## src/rtl/config_ram_initiator.sv

```systemverilog
// -----------------------------------------------------------------------------
// config_ram_initiator
//
// Single-outstanding command initiator in front of a simple word RAM.
// After reset it clears the whole RAM with a write sweep, then accepts one
// read/write command at a time and returns exactly one response per command.
//
// Ports
//   CLK, nRST             clock (rising edge), asynchronous active-low reset
//   cmd_*                 command channel (valid/ready handshake)
//   rsp_*                 response channel (valid/ready handshake)
//   init_done             high once the clear sweep has finished, until reset
//   wdata/addr/byte_en    RAM request fields
//   wen/ren               RAM write/read request (never both high)
//   rdata                 RAM read data, sampled on the completing edge
//   busy                  RAM stall; a request completes on an edge where it
//                         is high and busy is low
//
// Every output is a register, so nothing coming back from the RAM (busy,
// rdata) has a combinational path onto the RAM request outputs.
// -----------------------------------------------------------------------------
module config_ram_initiator #(
    parameter int N_BYTES   = 4,
    parameter int DEPTH     = 256,
    parameter int ADDR_BITS = $clog2(DEPTH),
    parameter int N_BITS    = N_BYTES * 8
) (
    input  logic                 CLK,
    input  logic                 nRST,
    // command channel
    input  logic                 cmd_valid,
    output logic                 cmd_ready,
    input  logic                 cmd_write,
    input  logic [ADDR_BITS-1:0] cmd_addr,
    input  logic [N_BITS-1:0]    cmd_wdata,
    input  logic [N_BYTES-1:0]   cmd_byte_en,
    // response channel
    output logic                 rsp_valid,
    input  logic                 rsp_ready,
    output logic [N_BITS-1:0]    rsp_rdata,
    output logic                 rsp_is_read,
    // status
    output logic                 init_done,
    // RAM side
    output logic [N_BITS-1:0]    wdata,
    output logic [ADDR_BITS-1:0] addr,
    output logic [N_BYTES-1:0]   byte_en,
    output logic                 wen,
    output logic                 ren,
    input  logic [N_BITS-1:0]    rdata,
    input  logic                 busy
);

    typedef enum logic [1:0] {
        INIT,
        IDLE,
        ACCESS,
        RESP
    } state_t;

    // One bit wider than the address so a power-of-two DEPTH ends the sweep
    // without the counter wrapping back to zero.
    localparam logic [ADDR_BITS:0] LAST_WORD = (ADDR_BITS + 1)'(DEPTH - 1);

    state_t               state_reg;
    logic [ADDR_BITS:0]   sweep_count_reg;
    logic [ADDR_BITS:0]   sweep_count_next;

    assign sweep_count_next = sweep_count_reg + 1'b1;

    always_ff @(posedge CLK or negedge nRST) begin
        if (!nRST) begin
            // Reset lands directly in the first sweep write (addr 0, data 0).
            state_reg       <= INIT;
            sweep_count_reg <= '0;
            wen             <= 1'b1;
            ren             <= 1'b0;
            addr            <= '0;
            wdata           <= '0;
            byte_en         <= '1;
            cmd_ready       <= 1'b0;
            rsp_valid       <= 1'b0;
            rsp_rdata       <= '0;
            rsp_is_read     <= 1'b0;
            init_done       <= 1'b0;
        end else begin
            case (state_reg)
                INIT: begin
                    // wdata and byte_en keep their reset values (0 / all ones)
                    // for the whole sweep; only the address advances.
                    if (!busy) begin
                        if (sweep_count_reg == LAST_WORD) begin
                            state_reg <= IDLE;
                            wen       <= 1'b0;
                            init_done <= 1'b1;
                            cmd_ready <= 1'b1;
                        end else begin
                            sweep_count_reg <= sweep_count_next;
                            addr            <= sweep_count_next[ADDR_BITS-1:0];
                        end
                    end
                end

                IDLE: begin
                    // cmd_ready is high throughout IDLE, so cmd_valid alone
                    // completes the handshake here.
                    if (cmd_valid) begin
                        state_reg <= ACCESS;
                        cmd_ready <= 1'b0;
                        addr      <= cmd_addr;
                        wdata     <= cmd_wdata;
                        byte_en   <= cmd_byte_en;
                        wen       <= cmd_write;
                        ren       <= !cmd_write;
                    end
                end

                ACCESS: begin
                    // Request fields are held untouched while busy is high.
                    if (!busy) begin
                        state_reg   <= RESP;
                        wen         <= 1'b0;
                        ren         <= 1'b0;
                        rsp_valid   <= 1'b1;
                        rsp_is_read <= ren;
                        rsp_rdata   <= ren ? rdata : '0;
                    end
                end

                RESP: begin
                    // cmd_ready rises only after the response is taken, so a
                    // new command can never be accepted in the same cycle.
                    if (rsp_ready) begin
                        state_reg <= IDLE;
                        rsp_valid <= 1'b0;
                        cmd_ready <= 1'b1;
                    end
                end

                default: begin
                    state_reg <= INIT;
                end
            endcase
        end
    end

endmodule

```

## config.mk

```make
export PLATFORM = sky130hd
export DESIGN_NAME = config_ram_initiator
export DESIGN_NICKNAME = d
export VERILOG_FILES = /design/src/rtl/config_ram_initiator.sv
export SDC_FILE = /design/constraint.sdc
export NUM_CORES = 1
export LEC_CHECK = 0
export BUFFER_PORTS_ARGS = -buffer_cell sky130_fd_sc_hd__buf_2
export CORE_UTILIZATION = 48
export CTS_CLUSTER_DIAMETER = 40
export DETAILED_ROUTE_END_ITERATION = 16
export PLACE_DENSITY = 0.92
export SLEW_MARGIN = 25
export SYNTH_ARGS = -nofsm -noshare
export SYNTH_HDL_FRONTEND = slang
export SYNTH_SLANG_ARGS = --single-unit
```

## constraint.sdc

```tcl
create_clock -name CLK -period 3.1 [get_ports CLK]
set_clock_uncertainty 0.2 [all_clocks]
set_input_delay 0 -clock CLK [delete_from_list [all_inputs] [get_ports CLK]]
set_output_delay 0 -clock CLK [all_outputs]
set_load 0.005 [all_outputs]
```

* After elaboration in Yosys (flattened, before gate mapping)
Index checks and enable logic that the tools add are counted.
** Storage, ports and cells
- Register bits :: 93
- Output and inout bits :: 82
- Logic and storage cells :: 68
** Cells by class
- Add/subtract/negate cells :: 1
- Eq/ne operators :: 10
- Mux-type cells :: 26
- Bitwise gates (word level) :: 2
- Reduce and logical (&&, ||, !) cells :: 17
** Operators with widths (count)
- $mux W32 :: 1
- $mux W8 :: 3
- $pmux W8 S2 :: 1
- $reduce_and A5 Y1 :: 3
- $ne A2 B2 Y1 const B :: 6
- $reduce_and A3 Y1 :: 4
- $mux W1 :: 11
- $mux W2 :: 5
- $add A9 B1 Y9 const B :: 1
- $eq A9 B8 Y1 const B :: 1
- $pmux W2 S4 :: 1
- $pmux W1 S3 :: 2
- $reduce_bool A2 Y1 :: 3
- $reduce_bool A3 Y1 :: 2
- $eq A2 B2 Y1 const B :: 2
- $pmux W1 S2 :: 2
- $reduce_and A2 Y1 :: 2
- $reduce_and A4 Y1 :: 1
- $eq A2 B1 Y1 const B :: 1
- $logic_not A2 Y1 :: 1
- $not A1 Y1 :: 2
- $logic_not A1 Y1 :: 1

* Longest topological paths before layout
Gate-level depths: netlist of run 1.
- Depth after elaboration :: 4
- Gate-level depth with buffers :: 10
- Depth with buffers taken out :: 9

* Worst setup path after synthesis of run 1
Ideal clock, no wire load.
- Path kind :: register to register
- From :: register sweep_count_reg[0]
- To :: register addr[5]
- Setup time :: 0.080 ns
- Arrival time :: 2.017 ns
- Slack :: 0.803 ns
- Stages on the path, launching flop included :: 10
- Clock period less this slack :: 2.297 ns
- Path through :: dfrtp_1 -> ha_1 -> nand3_1 -> nor2_1 -> and3_1 -> ha_1 -> o21ai_2 -> o211ai_2 -> or2_1 -> o211ai_2
** Between the ends
- Cells in the longest elaborated chain, start to end :: 4
- Elaborated cells on any way between the ends :: 7
** RTL lines
- start: declaration :: line 66 : logic [ADDR_BITS:0] sweep_count_reg;
- start signal: assignment :: line 98 : sweep_count_reg <= sweep_count_next;
- $add A9 B1 Y9 :: line 69 : assign sweep_count_next = sweep_count_reg + 1'b1;
- $mux W8 :: line 92 : if (sweep_count_reg == LAST_WORD) begin
- $mux W8 :: line 91 : if (!busy) begin
- $pmux W8 S2 :: line 87 : case (state_reg)
- end signal: assignment :: line 99 : addr <= sweep_count_next[ADDR_BITS-1:0];
- end signal: assignment :: line 110 : addr <= cmd_addr;
- end: declaration :: line 46 : output logic [ADDR_BITS-1:0] addr,
Several ways; a longest one is shown, not always the timed one. The select of a mux whose other input is x is not followed.
A chain may end at the register's enable or synchronous reset.

* Final worst setup path of run 1
- From :: register sweep_count_reg[0]
- To :: register addr[7]
Same word-level chain as after synthesis.

==> results.toml, run 1 <==
[timing]
finalMaxSlewViolations = 0
setup-tns-final_ns = 0
fin_ws_ns = 0.3124
hold_viol_final = 0
finalCritPeriodShare = 0.8992
worst_pin_slew_ns = 0.8619
clock.fmax_mhz = 358.7
grt_setup_unrepaired = "no"
setup_violation_total_in_the_final_timing_report = 0
relSlewSlack = 0.4234
layout_min_cycle_time_ns = 2.788

[pwr]
power.static_leakage_nw = 2.928
total_power_mw = 4.817
vdd_drop_max_v = 0.0004482
power_density_mw_per_mm2 = 813.9

[synth]
synth_mux_area_frac = 0.1217
synth_adder_area_share = 0.02542
largest_family_of_logic_cells_by_synthesized_area = "simple AND/OR/NAND/NOR gates"
yosysWarningCount = 0
synth-xor-area-share = 0.02892
synth_area_mm2 = 0.003938
netlist-cell-type-count = 37
syn_avg_cell_area_um2 = 11.28
ys_seq_elements = 93
synth_compound_area_frac = 0.08262
synth.yosys.seq_area_share = 0.5926
synthesis.instances = 349
synth-async-reset-ratio = 1.000
yosysTopAreaCellShare = 0.5593
synth_enable_flop_cells = 0
syn_nets = 439
synth.top_cells.by_area = "sky130_fd_sc_hd__dfrtp_1, sky130_fd_sc_hd__mux2_2, sky130_fd_sc_hd__nand2_1"
synth_simple_gate_area_share = 0.1233
ys.flop_type = "sky130_fd_sc_hd__dfrtp_1"
synth_top_area_cell = "sky130_fd_sc_hd__dfrtp_1"

[floorplanning]
initial_core_utilization = 0.5018
fp.dieH_um = 92.57
placeableCoreArea_mm2 = 0.007848
number_of_primary_i_o_pins = 164
core.rowCount = 32
die_area_mm2 = 0.008569
die_width_um = 92.57

[global_route]
maximum_number_of_pins_on_one_net_before_global_route_repair = 94
antenna_found_initial = 0
first_global_vias = 3694
grt.overflow.total = 0
grt_first_pass_wirelength_um = 17850
global_route.usage.total = 0.2739

[flow_run]
drv.max_cap_violation_count = 0

[clock_network]
tritoncts_clock_tree = "done"
clk_pin_slew_ns = 0.09
clockRootBuffer = "sky130_fd_sc_hd__clkbuf_8"
clock_latency_ns = 0.34
clockBufferDepth = 2
cts_sinks = 93
post_cts_resized = 0
postCtsSetupBuffers = 0
ctsHtreeMaxLevel = 3
cts-buffers-inserted = 9

[setup_path]
path_class = "reg2reg"
critPathCaptureType = "register"
required_time_at_the_worst_slack_endpoint_ns = 3.16
critical_path.startpoint_type = "register"
timing.critical_path.fanout_max = 14
arrival_ns = 2.85

[finish]
finalInstanceArea_mm2 = 0.005918
area_added_between_synthesis_and_finish_pct = 50.30
diodes = 0
drive_gt1_frac = 0.3910
finish.cell_count_without_fillers = 703
final_common_cell = "sky130_fd_sc_hd__buf_2"
fillerInstances = 468
commonest_cells_after_routing_fill_and_taps_aside = "sky130_fd_sc_hd__buf_2, sky130_fd_sc_hd__dfrtp_1, sky130_fd_sc_hd__dlygate4sd3_1"
final_nets = 686

[placement]
port-buffer-count = 163
place_ws_ns = 0.3961
place_congestion = 0.8238
hpwlAfterDp_um = 6373
detailed_place.area_mm2 = 0.004831
place.detailed.instances = 600

[drt]
wl_um = 11330
dr_total_vias = 3586
detail-route-antenna-nets = 0
post_drt_via_cell_ratio = 5.101
detail_route.drc_violations = 0
drt-initial-drc-count = 135
routedWlPerCell_um = 16.11
firstDrtPassIters = 5

[run_status]
status = "completed"

[hold_path]
min-delay-path-class = "in2async"
[power breakdown]
group / total (mW) / switching [mW] / internal [mW]
sequential: 2.07 / 0.346 / 1.73
clock: 0.870 / 0.411 / 0.458
combinational: 1.87 / 0.919 / 0.953
total: 4.82 / 1.68 / 3.14
[Yosys cell counts (4+ instances only)]
cell	number
sky130_fd_sc_hd__dfrtp_1	88
sky130_fd_sc_hd__nand2_1	86
sky130_fd_sc_hd__o21ai_0	37
sky130_fd_sc_hd__mux2_2	34
sky130_fd_sc_hd__buf_2	10
sky130_fd_sc_hd__nor2_1	10
sky130_fd_sc_hd__ha_1	8
sky130_fd_sc_hd__xnor2_1	8
sky130_fd_sc_hd__clkbuf_1	5
sky130_fd_sc_hd__dfstp_2	5
sky130_fd_sc_hd__mux2_1	5
sky130_fd_sc_hd__xor2_1	5
sky130_fd_sc_hd__mux2i_1	4
sky130_fd_sc_hd__nand3_1	4
sky130_fd_sc_hd__nand4_1	4
sky130_fd_sc_hd__o211ai_2	4
[stage by stage]
stage                     utilization  hold slack [ns]
after floorplan                     -          -0.4956
after global placement         0.6151          0.01565
after detailed placement       0.6156         -0.07093
after CTS                      0.7540           0.1103
after global routing           0.7541           0.1560
final                          0.7541          0.07823
[worst paths after layout]
path | start | end | slack, ns | cells after the start
max | sweep_count_reg[0] | addr[7] | 0.31 | 9
min | nRST | wdata[29] | 0.08 | 2
max reg2reg | sweep_count_reg[0] | addr[7] | 0.31 | 9
min reg2reg | rsp_rdata[29] | rsp_rdata[29] | 0.28 | 2
max in group asynchronous | nRST | ren | 2.02 | 2
min in group CLK | cmd_wdata[17] | wdata[17] | 0.20 | 3
[area by class of cell]
type                    instances  area (um^2)  area share
clock inverters                 5        83.83     0.01416
inverters                       5        18.77    0.003171
multi-input cells             234         1506      0.2545
repair buffers                253         1715      0.2899
flip-flops and latches         93         2335      0.3945
clock buffers                  11        131.4     0.02220
well taps                     102        127.6     0.02156
[critical path: stages, from the launching register on]
cell	delay [ns]
sky130_fd_sc_hd__dfrtp_1	0.44
sky130_fd_sc_hd__ha_1	0.26
sky130_fd_sc_hd__nand3_1	0.14
sky130_fd_sc_hd__nor2_1	0.10
sky130_fd_sc_hd__and3_1	0.21
sky130_fd_sc_hd__ha_1	0.24
sky130_fd_sc_hd__o21ai_2	0.24
sky130_fd_sc_hd__o211ai_2	0.30
sky130_fd_sc_hd__or2_1	0.37
sky130_fd_sc_hd__o211ai_2	0.21
[logic make-up after synthesis]
logic type	count (synthesis)
AOI/OAI and AO/OA	54
xor gates and xnor gates	13
adders and majority gates	8
buffers and inverters	22
DFF	93
muxes	43
and+or+nand+nor	116
[metal layers]
metal,wire length (um),up-vias,GRT usage
li1,-,1667,-
met1,4175,1723,0.2929
met2,6110,162,0.5136
met3,669,34,0.05501
met4,369,0,0.1263
met5,0,-,0
[timing repair]
action,4_1_cts,5_1_grt
hold endpoints to repair,180,0
setup endpoints to repair,0,0
hold buffers,87,0
No activity file was read; power rests on OpenSTA's default activity.
==> run 2: changes to the inputs <==
RECOVER_POWER = 100   (was not set)
==> run 2 against run 1 <==
Effect of this change: the flow now finishes with violations (capacitance limit, slew limit); sequential share of layout area is 0.67 points higher; final cell count stayed put; via count is 0.75% lower; critical path depth stayed put; largest cell class unchanged.
==> results.toml, run 2 (synthesis gave the netlist of run 1 again) <==
[clock_network]
clockBufferDepth = 2
cts_sinks = 93
clock_latency_ns = 0.34
post_cts_resized = 0
clk_pin_slew_ns = 0.10
clockRootBuffer = "sky130_fd_sc_hd__clkbuf_8"
cts-buffers-inserted = 9
ctsHtreeMaxLevel = 3
tritoncts_clock_tree = "done"

[floorplanning]
core.rowCount = 32
die_area_mm2 = 0.008569
number_of_primary_i_o_pins = 164
fp.dieH_um = 92.57
placeableCoreArea_mm2 = 0.007848
die_width_um = 92.57
initial_core_utilization = 0.5018

[drt]
dr_total_vias = 3559
detail-route-antenna-nets = 0
post_drt_via_cell_ratio = 5.063
drt-initial-drc-count = 149
firstDrtPassIters = 5
routedWlPerCell_um = 16.22
wl_um = 11410
detail_route.drc_violations = 0

[hold_path]
min-delay-path-class = "in2reg"
hp-start = "cmd_wdata[17]"

[finish]
diodes = 0
area_added_between_synthesis_and_finish_pct = 47.70
commonest_cells_after_routing_fill_and_taps_aside = "sky130_fd_sc_hd__buf_2, sky130_fd_sc_hd__nand2_1, sky130_fd_sc_hd__dfrtp_1"
fillerInstances = 513
final_common_cell = "sky130_fd_sc_hd__buf_2"
drive_gt1_frac = 0.2879
final_core_utilization = 0.7411
final_nets = 686

[timing]
hold_viol_final = 0
worst_pin_slew_ns = 2.171
finalMaxSlewViolations = 131
setup_violation_total_in_the_final_timing_report = 0
setup-tns-final_ns = 0
grt_setup_unrepaired = "no"
layout_min_cycle_time_ns = 2.836
clock.fmax_mhz = 352.6
relSlewSlack = -0.4476
finalCritPeriodShare = 0.9147

[pwr]
total_power_mw = 4.738
power.static_leakage_nw = 2.737
power_density_mw_per_mm2 = 814.7
vdd_drop_max_v = 0.0004377

[global_route]
use_met1 = 0.2929
use_met3 = 0.05501
maximum_number_of_pins_on_one_net_before_global_route_repair = 94
grt.overflow.total = 0
antenna_found_initial = 0
grt_first_pass_wirelength_um = 17850
global_route.usage.met2 = 0.5136
grt_most_used_layer = "met2"
global_route.usage.total = 0.2739
first_global_vias = 3694

[setup_path]
critical_path.startpoint_type = "register"
regToRegStartpoint = "sweep_count_reg[0]"
cp_slowest_cell = "sky130_fd_sc_hd__dfrtp_1"
required_time_at_the_worst_slack_endpoint_ns = 3.15
crit_start = "sweep_count_reg[0]"
path_delay_family = "simple AND/OR/NAND/NOR gates"
arrival_ns = 2.88
path_cells = "ha_1 > nand3_1 > nor2_1 > and3_1 > ha_1 > o21ai_2 > o211ai_2 > or2_0 > o211ai_1"
critPathBufInv = 0
critPathMostFrequentCell = "sky130_fd_sc_hd__ha_1"
critPathCaptureType = "register"
path_class = "reg2reg"
critPathMaxStageDelay_ns = 0.45
timing.critical_path.fanout_max = 14

[run_status]
violations = "capacitance limit, slew limit"
status = "finished with violations"

[placement]
port-buffer-count = 163
place_congestion = 0.8238
hpwlAfterDp_um = 6373

[flow_run]
drv.max_cap_violation_count = 2
==> run 2: cell count changes in the layout (fill, tap and decap cells not counted), sizes merged <==
cell,change
clkbuf,+53
buf,-53
==> run 2: area by class of cell <==
class | instances | area (um^2) | share of cell area
Timing Repair Buffer | 253 | 1639 | 0.2818
Sequential cell | 93 | 2333 | 0.4012
Multi-Input combinational cell | 234 | 1481 | 0.2547
Clock buffer | 11 | 131.4 | 0.02259
Clock inverter | 5 | 83.83 | 0.01441
Tap cell | 102 | 127.6 | 0.02194
Inverter | 5 | 18.77 | 0.003227
==> run 2: power by group <==
group	internal (mW)	total, mW	switching (mW)
combinational	0.874	1.78	0.908
sequential	1.73	2.08	0.358
clock	0.458	0.870	0.412
==> run 2: what timing repair did <==
action | 4_1_cts | 5_1_grt
hold buffers | 87 | 0
buffers inserted | 0 | 0
endpoints found under the hold margin | 180 | 0
==> run 2: path summary, 6_finish.rpt <==
kind	end	slack, ns	depth (start not counted)
worst max-delay path	addr[7]	0.26	9
worst min-delay path	wdata[17]	0.20	3
worst max register to register	addr[7]	0.26	9
worst min register to register	rsp_rdata[29]	0.28	2
max in group asynchronous	rsp_rdata[30]	0.79	2
min in group asynchronous	wdata[29]	0.62	2
==> run 2: through the flow <==
| step | hold slack (ns) | std cells | area, um^2 | worst slack, ns |
|---|---|---|---|---|
| after floorplan | -0.4956 | 349 | 3938 | 0.8029 |
| after global placement | 0.01565 | 600 | 4827 | 0.5551 |
| after detailed placement | -0.07093 | 600 | 4831 | 0.3961 |
| after CTS | 0.1103 | 703 | 5917 | 0.3715 |
| after global routing | 0.2140 | 703 | 5816 | 0.09025 |
| final | 0.2042 | 703 | 5816 | 0.2643 |
==> run 2: worst register-to-register path: stages (launching register included) <==
cell and delay [ns]:
sky130_fd_sc_hd__dfrtp_1 0.45, sky130_fd_sc_hd__ha_1 0.26, sky130_fd_sc_hd__nand3_1 0.14, sky130_fd_sc_hd__nor2_1 0.10, sky130_fd_sc_hd__and3_1 0.21, sky130_fd_sc_hd__ha_1 0.24, sky130_fd_sc_hd__o21ai_2 0.24, sky130_fd_sc_hd__o211ai_2 0.30
sky130_fd_sc_hd__or2_0 0.36, sky130_fd_sc_hd__o211ai_1 0.25
==> run 2: metal layers <==
layer / up-vias / share of wire / routed length, um
li1: 1664 / - / -
met1: 1716 / 0.38 / 4315
met2: 146 / 0.53 / 6092
met3: 33 / 0.054 / 614
met4: 0 / 0.034 / 383
met5: - / 0 / 0
==> run 3: changes to the inputs <==
CORE_ASPECT_RATIO = 1.4   (was not set)
CORE_UTILIZATION = 45   (was 48)
PLACE_DENSITY = 0.88   (was 0.92)
==> run 3 against run 2 <==
Effect of this change: the flow finishes with violations (DRC); largest cell class unchanged; wire length decreased by 2.8%; critical path depth decreased by 1; die area is 6.6% higher; setup slack gained 0.10 ns; final cell count grew 0.43%; sequential share of layout area shrank 1.0 points; register-to-register slack gained 0.10 ns; combinational power hardly changed; core utilization is 4.4 points lower; sequential power about the same.
==> results.toml, run 3 (synthesis gave the netlist of run 1 again) <==
[run_status]
status = "finished with violations"
violations = "DRC"

[setup_path]
critPathMaxStageDelay_ns = 0.59
timing.critical_path.fanout_max = 5
worst_r2r_path_depth = 8
critPathMostFrequentCell = "sky130_fd_sc_hd__ha_1"
path_cells = "ha_1 > nand3_1 > nor2_1 > and3_1 > ha_1 > o21ai_2 > o41ai_1 > dlygate4sd3_1"
critPathCaptureType = "register"
critPathBufInv = 1
required_time_at_the_worst_slack_endpoint_ns = 3.17
path_delay_family = "simple AND/OR/NAND/NOR gates"
path_class = "reg2reg"
crit_start = "sweep_count_reg[0]"
cp_slowest_cell = "sky130_fd_sc_hd__dlygate4sd3_1"
critical_path.startpoint_type = "register"
arrival_ns = 2.80
worst_r2r_endpoint = "wen"
r2r_setup_slack_ns = 0.37
regToRegStartpoint = "sweep_count_reg[0]"

[clock_network]
clock_latency_ns = 0.33
clockBufferDepth = 2
ctsHtreeMaxLevel = 3
clockRootBuffer = "sky130_fd_sc_hd__clkbuf_16"
tritoncts_clock_tree = "done"
clk_pin_slew_ns = 0.07
cts-buffers-inserted = 9
cts_sinks = 93

[pwr]
vdd_drop_max_v = 0.0004892
power_switching_mw = 1.691
power.share.combinational = 0.342
seq_power_share = 0.407
power.internal_mw = 3.416
power.clock.fraction = 0.251
total_power_mw = 5.107
power_density_mw_per_mm2 = 855.8
power.static_leakage_nw = 2.812
switching_share = 0.3310

[placement]
place_congestion = 0.8034
place_ws_ns = 0.4160
hpwlAfterDp_um = 6368
detailed_place.area_mm2 = 0.004827
place.detailed.instances = 602
port-buffer-count = 163

[timing]
grt_setup_unrepaired = "no"
finalCritPeriodShare = 0.8813
setup_violation_total_in_the_final_timing_report = 0
worst_hold_slack_ns = 0.1236
layout_min_cycle_time_ns = 2.732
fin_ws_ns = 0.3678
relSlewSlack = 0.02512
setup-tns-final_ns = 0
clock.fmax_mhz = 366.0
worst_pin_slew_ns = 1.459
hold_viol_final = 0
finalMaxSlewViolations = 0

[drt]
detail-route-antenna-nets = 0
detail_route.drc_violations = 1
firstDrtPassIters = 10
post_drt_via_cell_ratio = 5.034
dr_total_vias = 3554
drt-initial-drc-count = 211
routedWlPerCell_um = 15.70
wl_um = 11080

[finish]
drive_gt1_frac = 0.2900
finish.cell_count_without_fillers = 706
finalInstanceArea_mm2 = 0.005967
fillerInstances = 600
area_added_between_synthesis_and_finish_pct = 51.54
commonest_cells_after_routing_fill_and_taps_aside = "sky130_fd_sc_hd__buf_2, sky130_fd_sc_hd__nand2_1, sky130_fd_sc_hd__dfrtp_1"
final_core_utilization = 0.6972
final_common_cell = "sky130_fd_sc_hd__buf_2"
final_nets = 685

[global_route]
grt_first_pass_wirelength_um = 17330
first_global_vias = 3714
maximum_number_of_pins_on_one_net_before_global_route_repair = 94
grt.overflow.total = 0
antenna_found_initial = 1
global_route.usage.total = 0.2532

[floorplanning]
die_width_um = 81.06
placeableCoreArea_mm2 = 0.008558
fp.dieH_um = 112.7
core.rowCount = 40
initial_core_utilization = 0.4601
die_area_mm2 = 0.009133
number_of_primary_i_o_pins = 164

[flow_run]
drv.max_cap_violation_count = 0

[hold_path]
min-delay-path-class = "in2async"
-- run 3: cell count changes in the layout (fill, tap and decap cells not counted), moves of 2 or more --
cell / previous run / this run
sky130_fd_sc_hd__clkbuf_1: 54 / 49
sky130_fd_sc_hd__clkbuf_16: 0 / 9
sky130_fd_sc_hd__clkbuf_8: 9 / 1
sky130_fd_sc_hd__clkinvlp_4: 2 / 0
sky130_fd_sc_hd__dfstp_1: 1 / 3
sky130_fd_sc_hd__dfstp_2: 4 / 2
-- run 3: per-layer routing --
metal / GRT usage / vias up / share of wire
li1: - / 1663 / -
met2: 0.4465 / 130 / 0.56
met5: 0 / - / 0
met3: 0.04553 / 47 / 0.038
met4: 0.1702 / 0 / 0.046
met1: 0.2656 / 1714 / 0.36
-- run 3: cell type report --
cell class	instances	area [um^2]	share of cell area
Sequential cell	93	2333	0.3911
Timing Repair Buffer	252	1644	0.2755
Multi-Input combinational cell	234	1481	0.2483
Clock buffer	10	239.0	0.04005
Tap cell	105	131.4	0.02202
Clock inverter	6	116.4	0.01950
Inverter	5	18.77	0.003145
Antenna cell	1	2.502	0.0004194
-- run 3: how the worst max path moves through the flow --
stage,slack [ns],endpoint,cells past startpoint
CTS,0.35,wen,8
finish,0.37,wen,8
global route,0.13,rsp_rdata[30],5
floorplan,0.80,addr[5],9
detailed placement,0.42,addr[7],9
global placement,0.55,addr[5],9
-- run 3: power by group through the flow --
stage                     Sequential, mW  Clock (mW)  Combinational [mW]
after floorplan                     2.04           0               0.971
after global placement              2.03           0                1.62
after detailed placement            2.07           0                1.69
after CTS                           2.05        1.32                1.81
after global routing                2.13        1.36                1.94
final                               2.08        1.28                1.75
-- run 3: repair_timing --
action / CTS / global route
gates resized for setup: 0 / 0
hold endpoints to repair: 177 / 0
buffers inserted: 0 / 0
hold buffers: 87 / 0
